## src/rtl/blimp_writeback_commit_rob.sv

```systemverilog
// blimp_writeback_commit_rob: writeback/commit unit for out-of-order-completion cores.
//
// Accepts one execute result per cycle from p_num_pipes pipes through a single-grant
// arbiter. Each accepted result is broadcast on the registered complete_* outputs and
// written into a reorder buffer indexed by its sequence number. Each cycle the entry at
// the ROB head, if valid, is retired in program order onto the registered commit_* outputs.
//
// Optional feature: define BLIMP_WCU_RR_ARB_EN for round-robin arbitration; otherwise
// fixed priority with the lowest pipe index winning.
//
// Ports:
//   clk, rst          clock, asynchronous active-low reset
//   ex_val/ex_rdy     per-pipe result valid / grant (combinational)
//   ex_*              per-pipe result fields, flattened pipe-major (pipe i at slice i)
//   complete_*        registered one-cycle notification of the accepted result
//   commit_*          registered in-order retirement notification

module blimp_writeback_commit_rob #(
    parameter int unsigned p_num_pipes      = 2,
    parameter int unsigned p_seq_num_bits   = 5,
    parameter int unsigned p_phys_addr_bits = 6
) (
    input  logic                                     clk,
    input  logic                                     rst,
    input  logic [p_num_pipes-1:0]                   ex_val,
    output logic [p_num_pipes-1:0]                   ex_rdy,
    input  logic [p_num_pipes*p_seq_num_bits-1:0]    ex_seq_num,
    input  logic [p_num_pipes*32-1:0]                ex_pc,
    input  logic [p_num_pipes*5-1:0]                 ex_waddr,
    input  logic [p_num_pipes*p_phys_addr_bits-1:0]  ex_preg,
    input  logic [p_num_pipes*p_phys_addr_bits-1:0]  ex_ppreg,
    input  logic [p_num_pipes*32-1:0]                ex_wdata,
    input  logic [p_num_pipes-1:0]                   ex_wen,
    output logic                                     complete_val,
    output logic [p_seq_num_bits-1:0]                complete_seq_num,
    output logic [4:0]                               complete_waddr,
    output logic [p_phys_addr_bits-1:0]              complete_preg,
    output logic [31:0]                              complete_wdata,
    output logic                                     complete_wen,
    output logic                                     commit_val,
    output logic [p_seq_num_bits-1:0]                commit_seq_num,
    output logic [31:0]                              commit_pc,
    output logic [4:0]                               commit_waddr,
    output logic [p_phys_addr_bits-1:0]              commit_preg,
    output logic [p_phys_addr_bits-1:0]              commit_ppreg,
    output logic [31:0]                              commit_wdata,
    output logic                                     commit_wen
);

    localparam int unsigned Sw    = p_seq_num_bits;
    localparam int unsigned Pw    = p_phys_addr_bits;
    localparam int unsigned Depth = 1 << Sw;
    localparam int unsigned IdxW  = (p_num_pipes > 1) ? $clog2(p_num_pipes) : 1;

    // ---------------- Arbiter ----------------
    logic                   acc_any;
    logic [IdxW-1:0]        acc_idx;
    int unsigned            srch_idx;

`ifdef BLIMP_WCU_RR_ARB_EN
    logic [IdxW-1:0]        ptr_q, ptr_d;
`endif

    always_comb begin
        acc_any  = 1'b0;
        acc_idx  = '0;
        srch_idx = 0;
        ex_rdy   = '0;
        for (int unsigned k = 0; k < p_num_pipes; k++) begin
`ifdef BLIMP_WCU_RR_ARB_EN
            srch_idx = (k + 32'(ptr_q)) % p_num_pipes;
`else
            srch_idx = k;
`endif
            // Grant is suppressed while reset is asserted so nothing is accepted.
            if (!acc_any && ex_val[srch_idx] && rst) begin
                acc_any = 1'b1;
                acc_idx = IdxW'(srch_idx);
            end
        end
        if (acc_any) begin
            ex_rdy[acc_idx] = 1'b1;
        end
    end

`ifdef BLIMP_WCU_RR_ARB_EN
    always_comb begin
        ptr_d = ptr_q;
        if (acc_any) begin
            ptr_d = (acc_idx == IdxW'(p_num_pipes - 1)) ? '0 : acc_idx + 1'b1;
        end
    end
`endif

    // Fields of the granted pipe.
    logic [Sw-1:0]  acc_seq;
    logic [31:0]    acc_pc;
    logic [4:0]     acc_waddr;
    logic [Pw-1:0]  acc_preg;
    logic [Pw-1:0]  acc_ppreg;
    logic [31:0]    acc_wdata;
    logic           acc_wen;

    always_comb begin
        acc_seq   = ex_seq_num[acc_idx*Sw +: Sw];
        acc_pc    = ex_pc[acc_idx*32 +: 32];
        acc_waddr = ex_waddr[acc_idx*5 +: 5];
        acc_preg  = ex_preg[acc_idx*Pw +: Pw];
        acc_ppreg = ex_ppreg[acc_idx*Pw +: Pw];
        acc_wdata = ex_wdata[acc_idx*32 +: 32];
        acc_wen   = ex_wen[acc_idx];
    end

    // ---------------- Reorder buffer ----------------
    logic [Depth-1:0] rob_val_q, rob_val_d;
    logic [Sw-1:0]    head_q, head_d;
    logic [31:0]      rob_pc_q    [Depth];
    logic [4:0]       rob_waddr_q [Depth];
    logic [Pw-1:0]    rob_preg_q  [Depth];
    logic [Pw-1:0]    rob_ppreg_q [Depth];
    logic [31:0]      rob_wdata_q [Depth];
    logic             rob_wen_q   [Depth];
    logic             head_vld;

    assign head_vld = rob_val_q[head_q];

    // Clear-then-set: an accept never targets a valid head, so order only matters when
    // the accept lands on an invalid head, which must stay set.
    always_comb begin
        rob_val_d = rob_val_q;
        head_d    = head_q;
        if (head_vld) begin
            rob_val_d[head_q] = 1'b0;
            head_d            = head_q + 1'b1;
        end
        if (acc_any) begin
            rob_val_d[acc_seq] = 1'b1;
        end
    end

    // Payload storage carries no reset; validity is tracked by rob_val_q alone.
    always_ff @(posedge clk) begin
        if (acc_any) begin
            rob_pc_q[acc_seq]    <= acc_pc;
            rob_waddr_q[acc_seq] <= acc_waddr;
            rob_preg_q[acc_seq]  <= acc_preg;
            rob_ppreg_q[acc_seq] <= acc_ppreg;
            rob_wdata_q[acc_seq] <= acc_wdata;
            rob_wen_q[acc_seq]   <= acc_wen;
        end
    end

    // ---------------- Output registers ----------------
    logic           cpl_val_q, cpl_val_d;
    logic [Sw-1:0]  cpl_seq_q, cpl_seq_d;
    logic [4:0]     cpl_waddr_q, cpl_waddr_d;
    logic [Pw-1:0]  cpl_preg_q, cpl_preg_d;
    logic [31:0]    cpl_wdata_q, cpl_wdata_d;
    logic           cpl_wen_q, cpl_wen_d;

    logic           cmt_val_q, cmt_val_d;
    logic [Sw-1:0]  cmt_seq_q, cmt_seq_d;
    logic [31:0]    cmt_pc_q, cmt_pc_d;
    logic [4:0]     cmt_waddr_q, cmt_waddr_d;
    logic [Pw-1:0]  cmt_preg_q, cmt_preg_d;
    logic [Pw-1:0]  cmt_ppreg_q, cmt_ppreg_d;
    logic [31:0]    cmt_wdata_q, cmt_wdata_d;
    logic           cmt_wen_q, cmt_wen_d;

    always_comb begin
        cpl_val_d   = acc_any;
        cpl_seq_d   = cpl_seq_q;
        cpl_waddr_d = cpl_waddr_q;
        cpl_preg_d  = cpl_preg_q;
        cpl_wdata_d = cpl_wdata_q;
        cpl_wen_d   = cpl_wen_q;
        if (acc_any) begin
            cpl_seq_d   = acc_seq;
            cpl_waddr_d = acc_waddr;
            cpl_preg_d  = acc_preg;
            cpl_wdata_d = acc_wdata;
            cpl_wen_d   = acc_wen;
        end
    end

    always_comb begin
        cmt_val_d   = head_vld;
        cmt_seq_d   = cmt_seq_q;
        cmt_pc_d    = cmt_pc_q;
        cmt_waddr_d = cmt_waddr_q;
        cmt_preg_d  = cmt_preg_q;
        cmt_ppreg_d = cmt_ppreg_q;
        cmt_wdata_d = cmt_wdata_q;
        cmt_wen_d   = cmt_wen_q;
        if (head_vld) begin
            cmt_seq_d   = head_q;
            cmt_pc_d    = rob_pc_q[head_q];
            cmt_waddr_d = rob_waddr_q[head_q];
            cmt_preg_d  = rob_preg_q[head_q];
            cmt_ppreg_d = rob_ppreg_q[head_q];
            cmt_wdata_d = rob_wdata_q[head_q];
            cmt_wen_d   = rob_wen_q[head_q];
        end
    end

    always_ff @(posedge clk or negedge rst) begin
        if (!rst) begin
            rob_val_q   <= '0;
            head_q      <= '0;
`ifdef BLIMP_WCU_RR_ARB_EN
            ptr_q       <= '0;
`endif
            cpl_val_q   <= 1'b0;
            cpl_seq_q   <= '0;
            cpl_waddr_q <= '0;
            cpl_preg_q  <= '0;
            cpl_wdata_q <= '0;
            cpl_wen_q   <= 1'b0;
            cmt_val_q   <= 1'b0;
            cmt_seq_q   <= '0;
            cmt_pc_q    <= '0;
            cmt_waddr_q <= '0;
            cmt_preg_q  <= '0;
            cmt_ppreg_q <= '0;
            cmt_wdata_q <= '0;
            cmt_wen_q   <= 1'b0;
        end else begin
            rob_val_q   <= rob_val_d;
            head_q      <= head_d;
`ifdef BLIMP_WCU_RR_ARB_EN
            ptr_q       <= ptr_d;
`endif
            cpl_val_q   <= cpl_val_d;
            cpl_seq_q   <= cpl_seq_d;
            cpl_waddr_q <= cpl_waddr_d;
            cpl_preg_q  <= cpl_preg_d;
            cpl_wdata_q <= cpl_wdata_d;
            cpl_wen_q   <= cpl_wen_d;
            cmt_val_q   <= cmt_val_d;
            cmt_seq_q   <= cmt_seq_d;
            cmt_pc_q    <= cmt_pc_d;
            cmt_waddr_q <= cmt_waddr_d;
            cmt_preg_q  <= cmt_preg_d;
            cmt_ppreg_q <= cmt_ppreg_d;
            cmt_wdata_q <= cmt_wdata_d;
            cmt_wen_q   <= cmt_wen_d;
        end
    end

    assign complete_val     = cpl_val_q;
    assign complete_seq_num = cpl_seq_q;
    assign complete_waddr   = cpl_waddr_q;
    assign complete_preg    = cpl_preg_q;
    assign complete_wdata   = cpl_wdata_q;
    assign complete_wen     = cpl_wen_q;
    assign commit_val       = cmt_val_q;
    assign commit_seq_num   = cmt_seq_q;
    assign commit_pc        = cmt_pc_q;
    assign commit_waddr     = cmt_waddr_q;
    assign commit_preg      = cmt_preg_q;
    assign commit_ppreg     = cmt_ppreg_q;
    assign commit_wdata     = cmt_wdata_q;
    assign commit_wen       = cmt_wen_q;

    // Upstream bounds in-flight instructions to the ROB depth; an overwrite means that
    // guarantee was broken.
    a_no_overwrite: assert property (@(posedge clk) disable iff (!rst)
        acc_any |-> !rob_val_q[acc_seq]);

endmodule

```

## config.mk

```make
export PLATFORM = sky130hd
export DESIGN_NAME = blimp_writeback_commit_rob
export DESIGN_NICKNAME = d
export VERILOG_FILES = /design/src/rtl/blimp_writeback_commit_rob.sv
export SDC_FILE = /design/constraint.sdc
export NUM_CORES = 2
export LEC_CHECK = 0
export ABC_AREA = 1
export ABC_CLOCK_PERIOD_IN_PS = 4700
export CORE_MARGIN = 5
export CORE_UTILIZATION = 55
export CTS_CLUSTER_DIAMETER = 150
export DETAILED_ROUTE_END_ITERATION = 12
export GPL_ROUTABILITY_DRIVEN = 1
export PLACE_DENSITY_LB_ADDON = 0.15
export SLEW_MARGIN = 0
export SYNTH_ARGS = -nofsm -noshare
export SYNTH_HDL_FRONTEND = slang
export SYNTH_SLANG_ARGS = --single-unit
```

## constraint.sdc

```tcl
create_clock -name clk -period 4.7 [get_ports clk]
set_clock_uncertainty 0.05 [all_clocks]
set_input_delay 0.94 -clock clk [delete_from_list [all_inputs] [get_ports clk]]
set_output_delay 0.94 -clock clk [all_outputs]
set_load 0.005 [all_outputs]
```

Word-level counts from Yosys, hierarchy flattened
Memories as Yosys holds them, arrays and structs flattened. A register that Yosys moved wholly into a read port is not among the register bits.
Index checks and enable logic that the tools add are counted.
{"block": "word_totals", "reg_bits": 93, "out_inout_bits": 140, "wordCells": 65, "mem_count": 6, "inputBits": 178, "ram_bits": 2624}
{"block": "classes", "add_sub_neg": 1, "muxes": 18, "multipliers": 2, "n_reduce_logical": 13, "order_cmp": 6, "shifts": 6, "bitwise_logic": 3}
{"name": "rob_pc_q", "words": 32, "width": 32, "rd": 1, "rd_ports_with_merged_regs": 1, "write_ports": 1, "line_no": "117", "rtl": "logic [31:0] rob_pc_q [Depth];"}
{"name": "rob_wdata_q", "words": 32, "width": 32, "rd": 1, "rd_ports_with_merged_regs": 1, "write_ports": 1, "line_no": "121", "rtl": "logic [31:0] rob_wdata_q [Depth];"}
{"name": "rob_ppreg_q", "words": 32, "width": 6, "rd": 1, "rd_ports_with_merged_regs": 1, "write_ports": 1, "line_no": "120", "rtl": "logic [Pw-1:0] rob_ppreg_q [Depth];"}
{"name": "rob_preg_q", "words": 32, "width": 6, "rd": 1, "rd_ports_with_merged_regs": 1, "write_ports": 1, "line_no": "119", "rtl": "logic [Pw-1:0] rob_preg_q [Depth];"}
{"name": "rob_waddr_q", "words": 32, "width": 5, "rd": 1, "rd_ports_with_merged_regs": 1, "write_ports": 1, "line_no": "118", "rtl": "logic [4:0] rob_waddr_q [Depth];"}
{"name": "rob_wen_q", "words": 32, "width": 1, "rd": 1, "rd_ports_with_merged_regs": 1, "write_ports": 1, "line_no": "122", "rtl": "logic rob_wen_q [Depth];"}
{"cell": "$shiftx 64x7->32", "n": 2}
{"cell": "$mux 32", "n": 2}
{"cell": "$and 32x32->32", "n": 1}
{"cell": "$not 32->32", "n": 1}
{"cell": "$or 32x32->32", "n": 1}
{"cell": "$shiftx 12x5->6", "n": 2}
{"cell": "$shiftx 10x5->5", "n": 2}
{"cell": "$lt 5x6->1 const B", "n": 2}
{"cell": "$mux 1", "n": 11}
{"cell": "$demux 1 s5", "n": 2}
{"cell": "$ge 5x1->1 const B", "n": 2}
{"cell": "$logic_not 1->1", "n": 7}
{"cell": "$logic_and 1x1->1", "n": 6}
{"cell": "$add 5x1->5 const B", "n": 1}
{"cell": "$bmux 1 s5", "n": 1}
{"cell": "$mul 1x3->4 const B", "n": 1}
{"cell": "$mul 1x2->3 const B", "n": 1}
{"cell": "$lt 1x2->1 const B", "n": 1}
{"cell": "$mux 2", "n": 1}
{"cell": "$demux 1 s1", "n": 1}
{"cell": "$ge 1x1->1 const B", "n": 1}

Longest topological paths before layout
{"block": "logic_depth", "ltp_word": 14, "ltp_mapped": 16, "depth_no_buf": 11}

Least setup slack after synthesis
No wires, ideal clock.
{"block": "synth_timing", "kind": "input port to flip-flop", "startpoint": "input ex_val[0]", "endpoint": "memory rob_pc_q[31][0], enable pin", "arrival_ns": 5.131, "path_stages": 8, "slack_ns": -1.005, "setup_ns": 0.524, "path_buffers": 1, "path_cell_list": "nand2_1 nand3_1 buf_2 nand2_1 o21ai_0 inv_1 nand3_1 nor2_1"}
{"block": "synth_via", "elab_chain_len": 8, "elab_cells_between_ends": 11}
{"element": "start: declaration", "line_no": "25", "rtl": "input logic [p_num_pipes-1:0] ex_val,"}
{"element": "$logic_and 1x1->1 *", "line_no": "76", "rtl": "if (!acc_any && ex_val[srch_idx] && rst) begin"}
{"element": "$mux 1 *", "line_no": "76"}
{"element": "$logic_not 1->1", "line_no": "76"}
{"element": "$logic_and 1x1->1 (2 in series)", "line_no": "76"}
{"element": "$mux 1", "line_no": "76"}
{"element": "$mul 1x3->4 / $mux 1 (equally long branches)", "line_no": "105, 143"}
{"element": "$shiftx 10x5->5 / $mux 1 (equally long branches)", "line_no": "105, 144"}
{"element": "end: declaration", "line_no": "117"}
Every way passes the cells marked *; elsewhere a longest branch is shown, timed or not.

Worst setup path in the final report
{"block": "layout_timing", "startpoint": "input rst", "endpoint": "output ex_rdy[1]"}
{"block": "layout_via", "elab_chain_len": 11, "elab_cells_between_ends": 13}
{"element": "start: declaration", "line_no": "24", "rtl": "input logic rst,"}
{"element": "$logic_and 1x1->1", "line_no": "76"}
{"element": "$mux 1", "line_no": "76"}
{"element": "$logic_not 1->1", "line_no": "76"}
{"element": "$logic_and 1x1->1 (2 in series)", "line_no": "76"}
{"element": "$mux 1", "line_no": "76"}
{"element": "$lt 1x2->1 (implied by the code) / $ge 1x1->1 (equally long branches)", "line_no": "82", "rtl": "ex_rdy[acc_idx] = 1'b1;"}
{"element": "$logic_and 1x1->1 (implied by the code)", "line_no": "82"}
{"element": "$mux 1 (implied by the code)", "line_no": "82"}
{"element": "$demux 1 s1", "line_no": "82"}
{"element": "$mux 2 *", "line_no": "81", "rtl": "if (acc_any) begin"}
{"element": "end: declaration", "line_no": "26", "rtl": "output logic [p_num_pipes-1:0] ex_rdy,"}
Marks and branches as above.

==> results.toml <==
[route]
dr.pass1.iters = 7
via_per_inst = 5.831
routedWlPerCell_um = 25.22
drc_errors = 0
drt_iter0_markers = 10317
wl_mm = 339.2
drtAntennaViolNets = 0
via_count = 78424

[global_route]
grt_antenna_before_repair = 6
grt_pass1_vias = 75154
grt_pass1_wl_mm = 494.5
track_usage_pct = 30.71
grt_max_degree = 174
grt_overflow_total = 0

[placement]
placed_cells = 12936
port_buffers = 317
finalWeightedCongestion = 0.8612
hpwl_mm = 194.0

[job]
maxCapViolations = 0

[critical_path]
rr_endpoint = "rob_val_q[3]"
endpoint = "ex_rdy[1]"
cp.arrival_ns = 3.06
crit_start = "rst"
cp_top_family = "buffers and inverters"
reg2reg_depth = 11
cp_cell_sequence = "dlygate4sd3_1 > buf_8 > nand2_1 > nand3_4 > inv_4 > clkdlybuf4s50_1"
startpoint_type = "input pin"
crit_path_max_incr_delay_ns = 0.58
worst_path_max_delay_cell = "clkdlybuf4s50_1"
cp.depth = 6
critPathBufInv = 4
critPathKind = "input pin to output port"
end_kind = "output port"
r2r_start = "head_q[0]"
r2r_slack_ns = 1.48
required_ns = 3.71
critPathMaxFanout = 37

[logic_synthesis]
post-synth-top-area-cell = "edfxtp_1"
ys_seq_elements = 2799
synth_common_cells = "3025 x nand2_1, 2624 x edfxtp_1, 2108 x nor2_1"
seq_area_frac_synth_pct = 73.26
synth_fp_nets = 10388
synth_area_um2 = 113500
synth_top_cell_area_share_pct = 69.41
synth_most_common_cell = "nand2_1"
synth_edf_count = 2624
yosysUniqueCellTypes = 26
ys_async_sr_fraction_pct = 6.252
avgSynthCellArea_um2 = 11.12
synth_flop_cell = "edfxtp_1"
ys_top_cells_by_area = "edfxtp_1 69%, nand2_1 10%, nor2_1 7.0%"
syn_inst = 10206
synth.yosys.warnings = 0

[die]
core_area_um2 = 205000
die_h_um = 464.3
io_pins = 318
start_util_pct = 55.38
die_x_um = 464.3
fp.dieArea_um2 = 215600
row_count = 166

[sta]
post-route-min-period_ns = 4.046
fmax_ghz = 0.2472
setup_tns_ns = 0
setup_violations = 0
hold_viol_final = 0
rsz0062_at_grt = "no"
drv_slew = 0
layout_worst_path_cycle_share_pct = 86.07
tightestPinTransition_ns = 1.127
timing.slew.headroom_pct = 24.90

[cts]
h-tree-depth = 5
clk_path_buf_depth = 4
clock_sinks = 2799
cts-buffers-inserted = 300
clockRootBuffer = "clkbuf_16"
clk_pin_slew_worst_paths_ns = 0.06
cts_setup_buffers = 0
cts_tree = "done"
insertion_delay_ns = 0.95

[outcome]
status = "complete, no violations"

[min_path]
hp-class = "input pin to asynchronous set/reset pin"

[cells_and_area]
fin_cells = 13449
syn2layout_area_growth_pct = 14.75
drive_gt1_share_pct = 7.055
fin_nets = 10733

[power]
irDropWorstVdd_uv = 945.3
leakagePower_uw = 0.04833
cellPowerDensity_nw_per_um2 = 583.3
==> cells in the final DEF, fill, tap and decap left out, types with 4 or more instances in the layout <==
cell                n
o21ai_1           289
buf_12             82
dfrtp_1           173
nor2_4              5
nor2_1           2105
ha_1                4
buf_4             226
clkbuf_8           11
edfxtp_1         2624
a21oi_1            12
clkinv_2           48
bufinv_16          21
inv_1              71
clkinv_1           40
nand3_1           167
o21ai_0          1055
clkinvlp_4          6
clkdlybuf4s50_1   316
nand2_1          3024
nor3_2              5
clkbuf_16         307
a31oi_1            44
inv_6              35
clkbuf_1           71
==> area by class of cell <==
type	instances	area [µm²]
sequential	2799	83180
fill	15641	74720
multi-input combinational	6718	27400
clock buffer	389	8100
timing repair buffer	626	6526
tap	2688	3363
clock inverter	121	1119
inverter	106	579.3
antenna	2	5.005
==> power breakdown <==
| group | leakage [µW] | switching [µW] | internal (µW) |
|---|---|---|---|
| combinational | 0.0185 | 17500 | 6950 |
| clock | 0.00452 | 9380 | 13200 |
| sequential | 0.0253 | 494 | 28500 |
| total | 0.0483 | 27300 | 48700 |
==> worst register-to-register path: cells and delay by family (launching register included) <==
family / cells / cell delay, ns
DFF: 1 / 0.56
and+or+nand+nor: 9 / 1.47
buffers and inverters: 2 / 1.02
==> kinds of logic after synthesis <==
family,share of synthesized area (%)
AND/OR/NAND/NOR,17.77
buffers and inverters,2.680
adder cells (fa/ha/maj),0.04409
AO/OA/AOI/OAI,6.227
XOR/XNOR,0.01543
flip-flops,73.26
==> worst min path at each step <==
| stage | end | slack, ns |
|---|---|---|
| 3_3_place_gp | complete_seq_num[4] | 0.43 |
| 4_1_cts | commit_val | 0.37 |
| 5_1_grt | commit_val | 0.38 |
| 6_report | commit_val | 0.41 |
| 2_1_floorplan | complete_seq_num[0] | 0.42 |
| 3_5_place_dp | complete_seq_num[0] | 0.42 |
==> layer usage <==
metal,global-route usage (%),wire (µm)
met5,0,41
met4,10.85,12650
met3,5.220,33200
met1,42.96,132200
met2,49.27,161200
==> stage by stage <==
stage,setup slack (ns),hold WS [ns],utilization (%),power (µW),cell area (µm²)
final,0.6545,0.4141,63.55,75990,130300
after global routing,0.5549,0.3804,63.55,79590,130300
after CTS,0.6305,0.3682,63.55,76040,130300
after detailed placement,0.5791,0.4222,59.05,53550,121000
after global placement,0.5606,0.4275,59.05,53310,121000
after floorplan,0.3705,0.4226,-,44230,113500
==> flip-flops by register name, summed over array words and instances (netlist names), 6 cells and up <==
register        count
complete_wdata     32
commit_wdata       32
rob_val_q          32
rob_wdata_q      1024
rob_waddr_q       160
rob_pc_q         1024
rob_wen_q          32
complete_preg       6
commit_pc          32
commit_ppreg        6
rob_preg_q        192
rob_ppreg_q       192
commit_preg         6
==> timing repair <==
action                                 CTS  global route
endpoints found under the hold margin    1             0
hold buffers                             1             0
gates resized for setup                  0             0
No activity file was read; power rests on OpenSTA's default activity.
